**src/rtl/parallel_in_serial_out_ble.sv**
```systemverilog
// Word-to-bit serializer for the BLE TX path: valid/ready word input, one bit per en strobe.
// A one-word holding register lets the next word queue up so back-to-back words go out with no gap.
module parallel_in_serial_out_ble #(
    parameter int DATA      = 32,
    parameter bit MSB_FIRST = 1'b0
) (
    input  logic            clk,
    input  logic            reset,
    input  logic            clear,
    input  logic [DATA-1:0] data_in,
    input  logic            valid_in,
    output logic            ready_out,
    input  logic            en,
    output logic            data_out,
    output logic            valid_out,
    output logic            last,
    output logic            busy
);
    localparam int CW = $clog2(DATA);
    localparam logic [CW-1:0] LAST_CNT = CW'(DATA - 1);

    typedef enum logic {IDLE, SHIFT} state_t;

    state_t          state_reg, state_next;
    logic [CW-1:0]   cnt_reg, cnt_next;
    logic [DATA-1:0] hold_reg, hold_next;
    logic [DATA-1:0] sh_reg, sh_next;
    logic            hold_full_reg, hold_full_next;
    logic            data_out_reg, data_out_next;
    logic            valid_out_reg, valid_out_next;
    logic            last_reg, last_next;

    function automatic logic [CW-1:0] idx(input logic [CW-1:0] c);
        return MSB_FIRST ? (LAST_CNT - c) : c;
    endfunction

    always_comb begin
        state_next     = state_reg;
        cnt_next       = cnt_reg;
        hold_next      = hold_reg;
        sh_next        = sh_reg;
        hold_full_next = hold_full_reg;
        data_out_next  = data_out_reg;
        valid_out_next = 1'b0;
        last_next      = 1'b0;

        if (clear) begin
            hold_full_next = 1'b0;
            state_next     = IDLE;
            cnt_next       = '0;
        end else begin
            // Accept needs an empty hold, consume needs a full one, so they never collide.
            if (valid_in && !hold_full_reg) begin
                hold_next      = data_in;
                hold_full_next = 1'b1;
            end
            if (en) begin
                case (state_reg)
                    IDLE: begin
                        if (hold_full_reg) begin
                            sh_next        = hold_reg;
                            hold_full_next = 1'b0;
                            data_out_next  = hold_reg[idx('0)];
                            valid_out_next = 1'b1;
                            cnt_next       = CW'(1);
                            state_next     = SHIFT;
                        end
                    end
                    SHIFT: begin
                        data_out_next  = sh_reg[idx(cnt_reg)];
                        valid_out_next = 1'b1;
                        last_next      = (cnt_reg == LAST_CNT);
                        if (cnt_reg == LAST_CNT) begin
                            cnt_next   = '0;
                            state_next = IDLE;
                        end else begin
                            cnt_next = cnt_reg + CW'(1);
                        end
                    end
                    default: state_next = IDLE;
                endcase
            end
        end
    end

    always_ff @(posedge clk or posedge reset) begin
        if (reset) begin
            state_reg     <= IDLE;
            cnt_reg       <= '0;
            hold_reg      <= '0;
            sh_reg        <= '0;
            hold_full_reg <= 1'b0;
            data_out_reg  <= 1'b0;
            valid_out_reg <= 1'b0;
            last_reg      <= 1'b0;
        end else begin
            state_reg     <= state_next;
            cnt_reg       <= cnt_next;
            hold_reg      <= hold_next;
            sh_reg        <= sh_next;
            hold_full_reg <= hold_full_next;
            data_out_reg  <= data_out_next;
            valid_out_reg <= valid_out_next;
            last_reg      <= last_next;
        end
    end

    assign ready_out = ~hold_full_reg;
    assign data_out  = data_out_reg;
    assign valid_out = valid_out_reg;
    assign last      = last_reg;
    assign busy      = (state_reg == SHIFT) | hold_full_reg;

endmodule

```
**config.mk**
```make
export PLATFORM = sky130hd
export DESIGN_NAME = parallel_in_serial_out_ble
export DESIGN_NICKNAME = d
export VERILOG_FILES = /design/src/rtl/parallel_in_serial_out_ble.sv
export SDC_FILE = /design/constraint.sdc
export NUM_CORES = 1
export LEC_CHECK = 0
export CORE_UTILIZATION = 49
export CTS_CLUSTER_SIZE = 12
export DETAILED_ROUTE_END_ITERATION = 16
export PLACE_DENSITY_LB_ADDON = 0.3
export SYNTH_ARGS = -nofsm -noshare
export SYNTH_HDL_FRONTEND = slang
export SYNTH_SLANG_ARGS = --single-unit
export TNS_END_PERCENT = 10
```
**constraint.sdc**
```tcl
create_clock -name clk -period 2.3 [get_ports clk]
set_input_delay 0.345 -clock clk [delete_from_list [all_inputs] [get_ports clk]]
set_output_delay 0.345 -clock clk [all_outputs]
set_load 0.01 [all_outputs]
```
==> impl_metrics.env, run 1 <==
export IMPL_die_h_um=82.5
export IMPL_avgSynthCellArea_um2=15.1
export IMPL_io_buffers=41
export IMPL_cts_tree="built"
export IMPL_max_vdd_ir_drop_mv=0.442
export IMPL_seq_area_frac_synth_pct=58.3
export IMPL_numCtsBuffers=9
export IMPL_synth_edf_count=0
export IMPL_synth_area_um2=3180
export IMPL_start_util_pct=52.1
export IMPL_fin_crit_ns=1.98
export IMPL_vias=1828
export IMPL_die_area_um2=6810
export IMPL_worstPathRequired_ns=1.96
export IMPL_status="finished, final reports clean"
export IMPL_die_w_um=82.5
export IMPL_yosys_warnings=0
export IMPL_start_kind="flip-flop"
export IMPL_regArea_um2=1850
export IMPL_area_growth_pct=23.6
export IMPL_ys_ff_latch=74
export IMPL_cts_root_buf="clkbuf_8"
export IMPL_drv_slew=0
export IMPL_antenna_found_initial=0
export IMPL_switching_share_pct=23.4
export IMPL_core_area_um2=6100
export IMPL_wl_per_cell_um=15.0
export IMPL_gp_congestion=0.794
export IMPL_final_setup_viol_count=0
export IMPL_synth_top_cell_area_share_pct=58.3
export IMPL_synth_top_cell_by_area="dfrtp_1"
export IMPL_fmax_mhz=506
export IMPL_wirelength_um=5060
export IMPL_pwr_density_cell_nw_per_um2=889
export IMPL_layout_common_cells="dfrtp_1 (74), mux2_2 (59), clkdlybuf4s50_1 (41), clkbuf_8 (12)"
export IMPL_cts_setup_buffers=0
export IMPL_cp_cell_sequence="or2_1 > clkdlybuf4s50_1"
export IMPL_power_switching_uw=819
export IMPL_max_cap_violations=0
export IMPL_overflow=0
export IMPL_synth_fp_nets=250
export IMPL_grt_max_degree=75
export IMPL_clk_latency_ns=0.35
export IMPL_diodes=0
export IMPL_worst_slew_pin_slew_ns=0.481
export IMPL_ant_nets=0
export IMPL_fillers=470
export IMPL_nNetsFinal=297
export IMPL_grt_pass1_wl_um=8420
export IMPL_drt_first_pass_iters=4
export IMPL_drc_errors=0
export IMPL_htreeDepth=3
export IMPL_p_comb_share_pct=17.9
export IMPL_clockBufferDepth=2
export IMPL_crit_fanout=11
export IMPL_syn_inst=210
export IMPL_hold_viol=0
export IMPL_rsz0062_at_grt="false"
export IMPL_worstHoldPathType="in -> async"
export IMPL_synth_top_flop_cell="dfrtp_1"
export IMPL_leakage_nw=1.67
export IMPL_multi_input_area_um2=1250
export IMPL_arrival_ns=1.63
export IMPL_hpwl_um=3370
export IMPL_crit_slowest_cell="dfrtp_1"
export IMPL_grt_total_usage_pct=17.2
export IMPL_p_int_mw=2.67
export IMPL_slew_headroom_pct=67.9
export IMPL_yosys_top_cells_area="dfrtp_1 (58%), mux2_2 (21%), mux4_2 (3.5%)"
export IMPL_clock_skew_ns=0.0116
export IMPL_pwr_share_clk_pct=29.9
export IMPL_synth_async_reset_ratio_pct=100
export IMPL_drt_initial_drc_count=150
export IMPL_crit_type="reg -> out"
export IMPL_drive_gt1_share_pct=35.1
export IMPL_cts_resized=0
export IMPL_final_common_cell="dfrtp_1"
export IMPL_crit_path_max_incr_delay_ns=0.50
export IMPL_finalPower_mw=3.49
export IMPL_post_route_period_util_pct=85.9
export IMPL_setup_worst_path_end_class="output pin"
export IMPL_clk_pin_slew_worst_paths_ns=0.08
export IMPL_share_seq_of_total_power_pct=52.2
export IMPL_boundaryPins=42
export IMPL_clock_sinks=74
export IMPL_synth_distinct_cells=34
export IMPL_rows=28
export IMPL_via_per_inst=5.42
export IMPL_grt_pass1_vias=1796
export IMPL_fin_setup_tns_ns=0
export IMPL_cts_hold_buf=0
synth_stat cells, types with 2 or more instances:
| master | n |
|---|---|
| a21oi_1 | 2 |
| mux4_1 | 2 |
| dfrtp_1 | 74 |
| mux2i_1 | 3 |
| nor2_1 | 7 |
| mux4_2 | 5 |
| buf_4 | 3 |
| or2_1 | 2 |
| a32oi_1 | 2 |
| o22ai_1 | 2 |
| nand2_1 | 3 |
| mux2_2 | 59 |
| clkbuf_1 | 4 |
| ha_1 | 3 |
| a311oi_1 | 2 |
| nand3b_1 | 4 |
| o21ai_0 | 2 |
| buf_2 | 5 |
| mux2_1 | 6 |
| and3_1 | 3 |
| a31oi_1 | 2 |
| inv_1 | 2 |
| and3b_1 | 2 |
layout make-up:
| type | instances | area share, % |
|---|---|---|
| Clock buffer | 12 | 4.20 |
| Clock inverter | 4 | 1.24 |
| Inverter | 2 | 0.191 |
| Multi-Input combinational cell | 121 | 31.9 |
| Sequential cell | 74 | 47.1 |
| Tap cell | 75 | 2.39 |
| Timing Repair Buffer | 49 | 12.9 |
stage by stage:
stage	util [%]	area [um2]	setup WS, ns	cells	hold slack, ns
finish	64.4	3930	0.324	337	0.405
global route	64.4	3930	0.250	337	0.436
CTS	64.4	3930	0.318	337	0.412
detailed placement	60.9	3710	0.389	321	0.478
global placement	60.9	3710	0.386	321	0.467
floorplan	-	3180	0.0734	210	0.452
worst max-delay path: cells and delay by family (launching register included):
kind / cells / cell delay (ns)
simple gates: 1 / 0.31
buf+inv: 1 / 0.48
flops: 1 / 0.50
worst paths after layout:
kind                             start            to  slack (ns)  depth (start not counted)
min in group clk           hold_reg[7]   hold_reg[7]        0.49                          1
max reg2reg                 cnt_reg[0]      data_out        0.39                          4
max in group asynchronous        reset     sh_reg[7]        1.61                          3
min                              reset  hold_reg[31]        0.41                          3
min reg2reg                hold_reg[7]   hold_reg[7]        0.49                          1
max                          state_reg          busy        0.32                          2
layer usage:
metal	vias to the layer above	track usage [%]	routed length, um	share of wire [%]
met5	-	0	0	0
met4	0	6.21	37	0.73
met3	5	6.59	217	4.3
met2	31	26.3	2410	48
met1	927	22.2	2390	47
li1	865	-	-	-
power groups by stage:
stage	combinational [mW]	sequential [mW]	clock [mW]
finish	0.625	1.82	1.04
global route	0.681	1.87	1.14
CTS	0.637	1.83	1.07
detailed placement	0.634	1.86	0
global placement	0.614	1.84	0
floorplan	0.490	1.78	0
kinds of logic after synthesis:
logic type                 Yosys count  synth area share (%)
xor gates and xnor gates             1                 0.276
adders and majority gates            3                  1.18
buffers and inverters               15                  2.56
DFF                                 74                  58.3
AOI/OAI and AO/OA                   16                  3.74
and+or+nand+nor                     26                  4.80
muxes                               75                  29.2
No activity file was read; power rests on OpenSTA's default activity.
==> run 2: changes to the inputs <==
- CORE_MARGIN: not set -> 5
- CORE_UTILIZATION: 49 -> 51
- CTS_BUF_LIST: not set -> sky130_fd_sc_hd__clkbuf_2 sky130_fd_sc_hd__clkbuf_4 sky130_fd_sc_hd__clkbuf_8
==> impl_metrics.env, run 2 (same netlist as run 1, synthesis figures left out) <==
export IMPL_share_seq_of_total_power_pct=51.3
export IMPL_die_h_um=88.9
export IMPL_max_vdd_ir_drop_mv=0.492
export IMPL_htreeDepth=3
export IMPL_boundaryPins=42
export IMPL_arrival_ns=1.65
export IMPL_io_buffers=41
export IMPL_holdWs_ns=0.347
export IMPL_drc_errors=0
export IMPL_numCtsBuffers=9
export IMPL_worst_slew_pin_slew_ns=0.513
export IMPL_diodes=0
export IMPL_grt_pass1_vias=1916
export IMPL_p_int_mw=2.71
export IMPL_fin_crit_ns=2.00
export IMPL_overflow=0
export IMPL_cts_resized=0
export IMPL_core_area_um2=5990
export IMPL_leakage_nw=1.67
export IMPL_hold_viol=0
export IMPL_status="finished, final reports clean"
export IMPL_rsz0062_at_grt="false"
export IMPL_clock_skew_ns=0.0106
export IMPL_start_util_pct=53.0
export IMPL_clockBufferDepth=2
export IMPL_clk_latency_ns=0.35
export IMPL_rows=28
export IMPL_clock_sinks=74
export IMPL_worstSetupStartpoint="state_reg"
export IMPL_reg2reg_from="cnt_reg[0]"
export IMPL_fin_setup_tns_ns=0
export IMPL_post_route_period_util_pct=86.8
export IMPL_crit_path_max_incr_delay_ns=0.50
export IMPL_pwr_share_clk_pct=31.1
export IMPL_drive_gt1_share_pct=35.4
export IMPL_cts_tree="built"
export IMPL_worstPathRequired_ns=1.96
export IMPL_p_comb_share_pct=17.6
export IMPL_hpwl_um=3910
export IMPL_ant_nets=0
export IMPL_via_per_inst=5.38
export IMPL_area_growth_pct=24.2
export IMPL_max_cap_violations=0
export IMPL_drt_first_pass_iters=4
export IMPL_r2r_setup_slack_ns=0.34
export IMPL_nNetsFinal=298
export IMPL_die_area_um2=7910
export IMPL_final_common_cell="dfrtp_1"
export IMPL_worstHoldPathType="in -> async"
export IMPL_gp_congestion=0.861
export IMPL_r2r_end="data_out"
export IMPL_power_switching_uw=877
export IMPL_final_setup_viol_count=0
export IMPL_vias=1820
export IMPL_drt_initial_drc_count=70
export IMPL_crit_type="reg -> out"
export IMPL_setup_worst_path_end_class="output pin"
export IMPL_crit_slowest_cell="dfrtp_1"
export IMPL_slew_headroom_pct=65.7
export IMPL_cp_cell_sequence="or2_1 > clkdlybuf4s50_1"
export IMPL_drv_slew=0
export IMPL_switching_share_pct=24.5
export IMPL_wirelength_um=5590
export IMPL_pwr_density_cell_nw_per_um2=908
export IMPL_cts_hold_buf=0
export IMPL_layout_common_cells="dfrtp_1 (74), mux2_2 (59), clkdlybuf4s50_1 (41), clkbuf_8 (9)"
export IMPL_die_w_um=88.9
export IMPL_cts_root_buf="clkbuf_8"
export IMPL_crit_fanout=11
export IMPL_antenna_found_initial=0
export IMPL_grt_max_degree=33
export IMPL_layoutNonFillerInstCount=338
export IMPL_dp_cells=322
export IMPL_grt_pass1_wl_um=9500
export IMPL_cts_setup_buffers=0
export IMPL_grt_total_usage_pct=16.2
export IMPL_wl_per_cell_um=16.5
export IMPL_r2r_cells=4
export IMPL_clk_pin_slew_worst_paths_ns=0.08
export IMPL_start_kind="flip-flop"
export IMPL_fmax_mhz=501
## run 2: layout make-up
class | count | area (um2)
fill | 433 | 2040
tap | 75 | 93.8
clock buffer | 9 | 124
inverter | 2 | 7.51
timing repair buffer | 50 | 515
clock inverter | 7 | 101
multi-input combinational | 121 | 1250
sequential | 74 | 1850
## run 2: worst max-delay path, delay by kind of cell, from the launching register on
kind,cells,cell delay [ns]
flops,1,0.50
buf+inv,1,0.49
simple gates,1,0.32
## run 2: routing by layer
layer / track usage [%] / share of wire, % / wire [um]
met5: 0 / 0 / 0
met4: 7.98 / 0.79 / 44
met2: 25.7 / 50 / 2800
met3: 4.88 / 5.2 / 293
met1: 20.2 / 44 / 2450
## run 2: worst max path at each step
stage                            end  slack [ns]
final                           busy        0.30
after global routing            busy        0.22
after CTS                   data_out        0.29
after detailed placement    data_out        0.33
after global placement      data_out        0.37
after floorplan           cnt_reg[0]        0.07
## run 2: power groups by stage
stage                     registers (mW)  clock network (mW)  logic, mW
after CTS                           1.84                1.15      0.641
after global placement              1.85                   0      0.611
after global routing                1.88                1.21      0.696
after floorplan                     1.78                   0      0.490
final                               1.84                1.12      0.630
after detailed placement            1.86                   0      0.637
## run 2: metrics by stage
| stage | cell area, um2 | worst slack [ns] | power [mW] | utilization (%) |
|---|---|---|---|---|
| floorplan | 3180 | 0.0734 | 2.27 | - |
| global placement | 3720 | 0.374 | 2.46 | 62.1 |
| detailed placement | 3720 | 0.328 | 2.50 | 62.1 |
| CTS | 3950 | 0.291 | 3.63 | 65.9 |
| global route | 3950 | 0.216 | 3.79 | 65.9 |
| finish | 3950 | 0.304 | 3.58 | 65.9 |
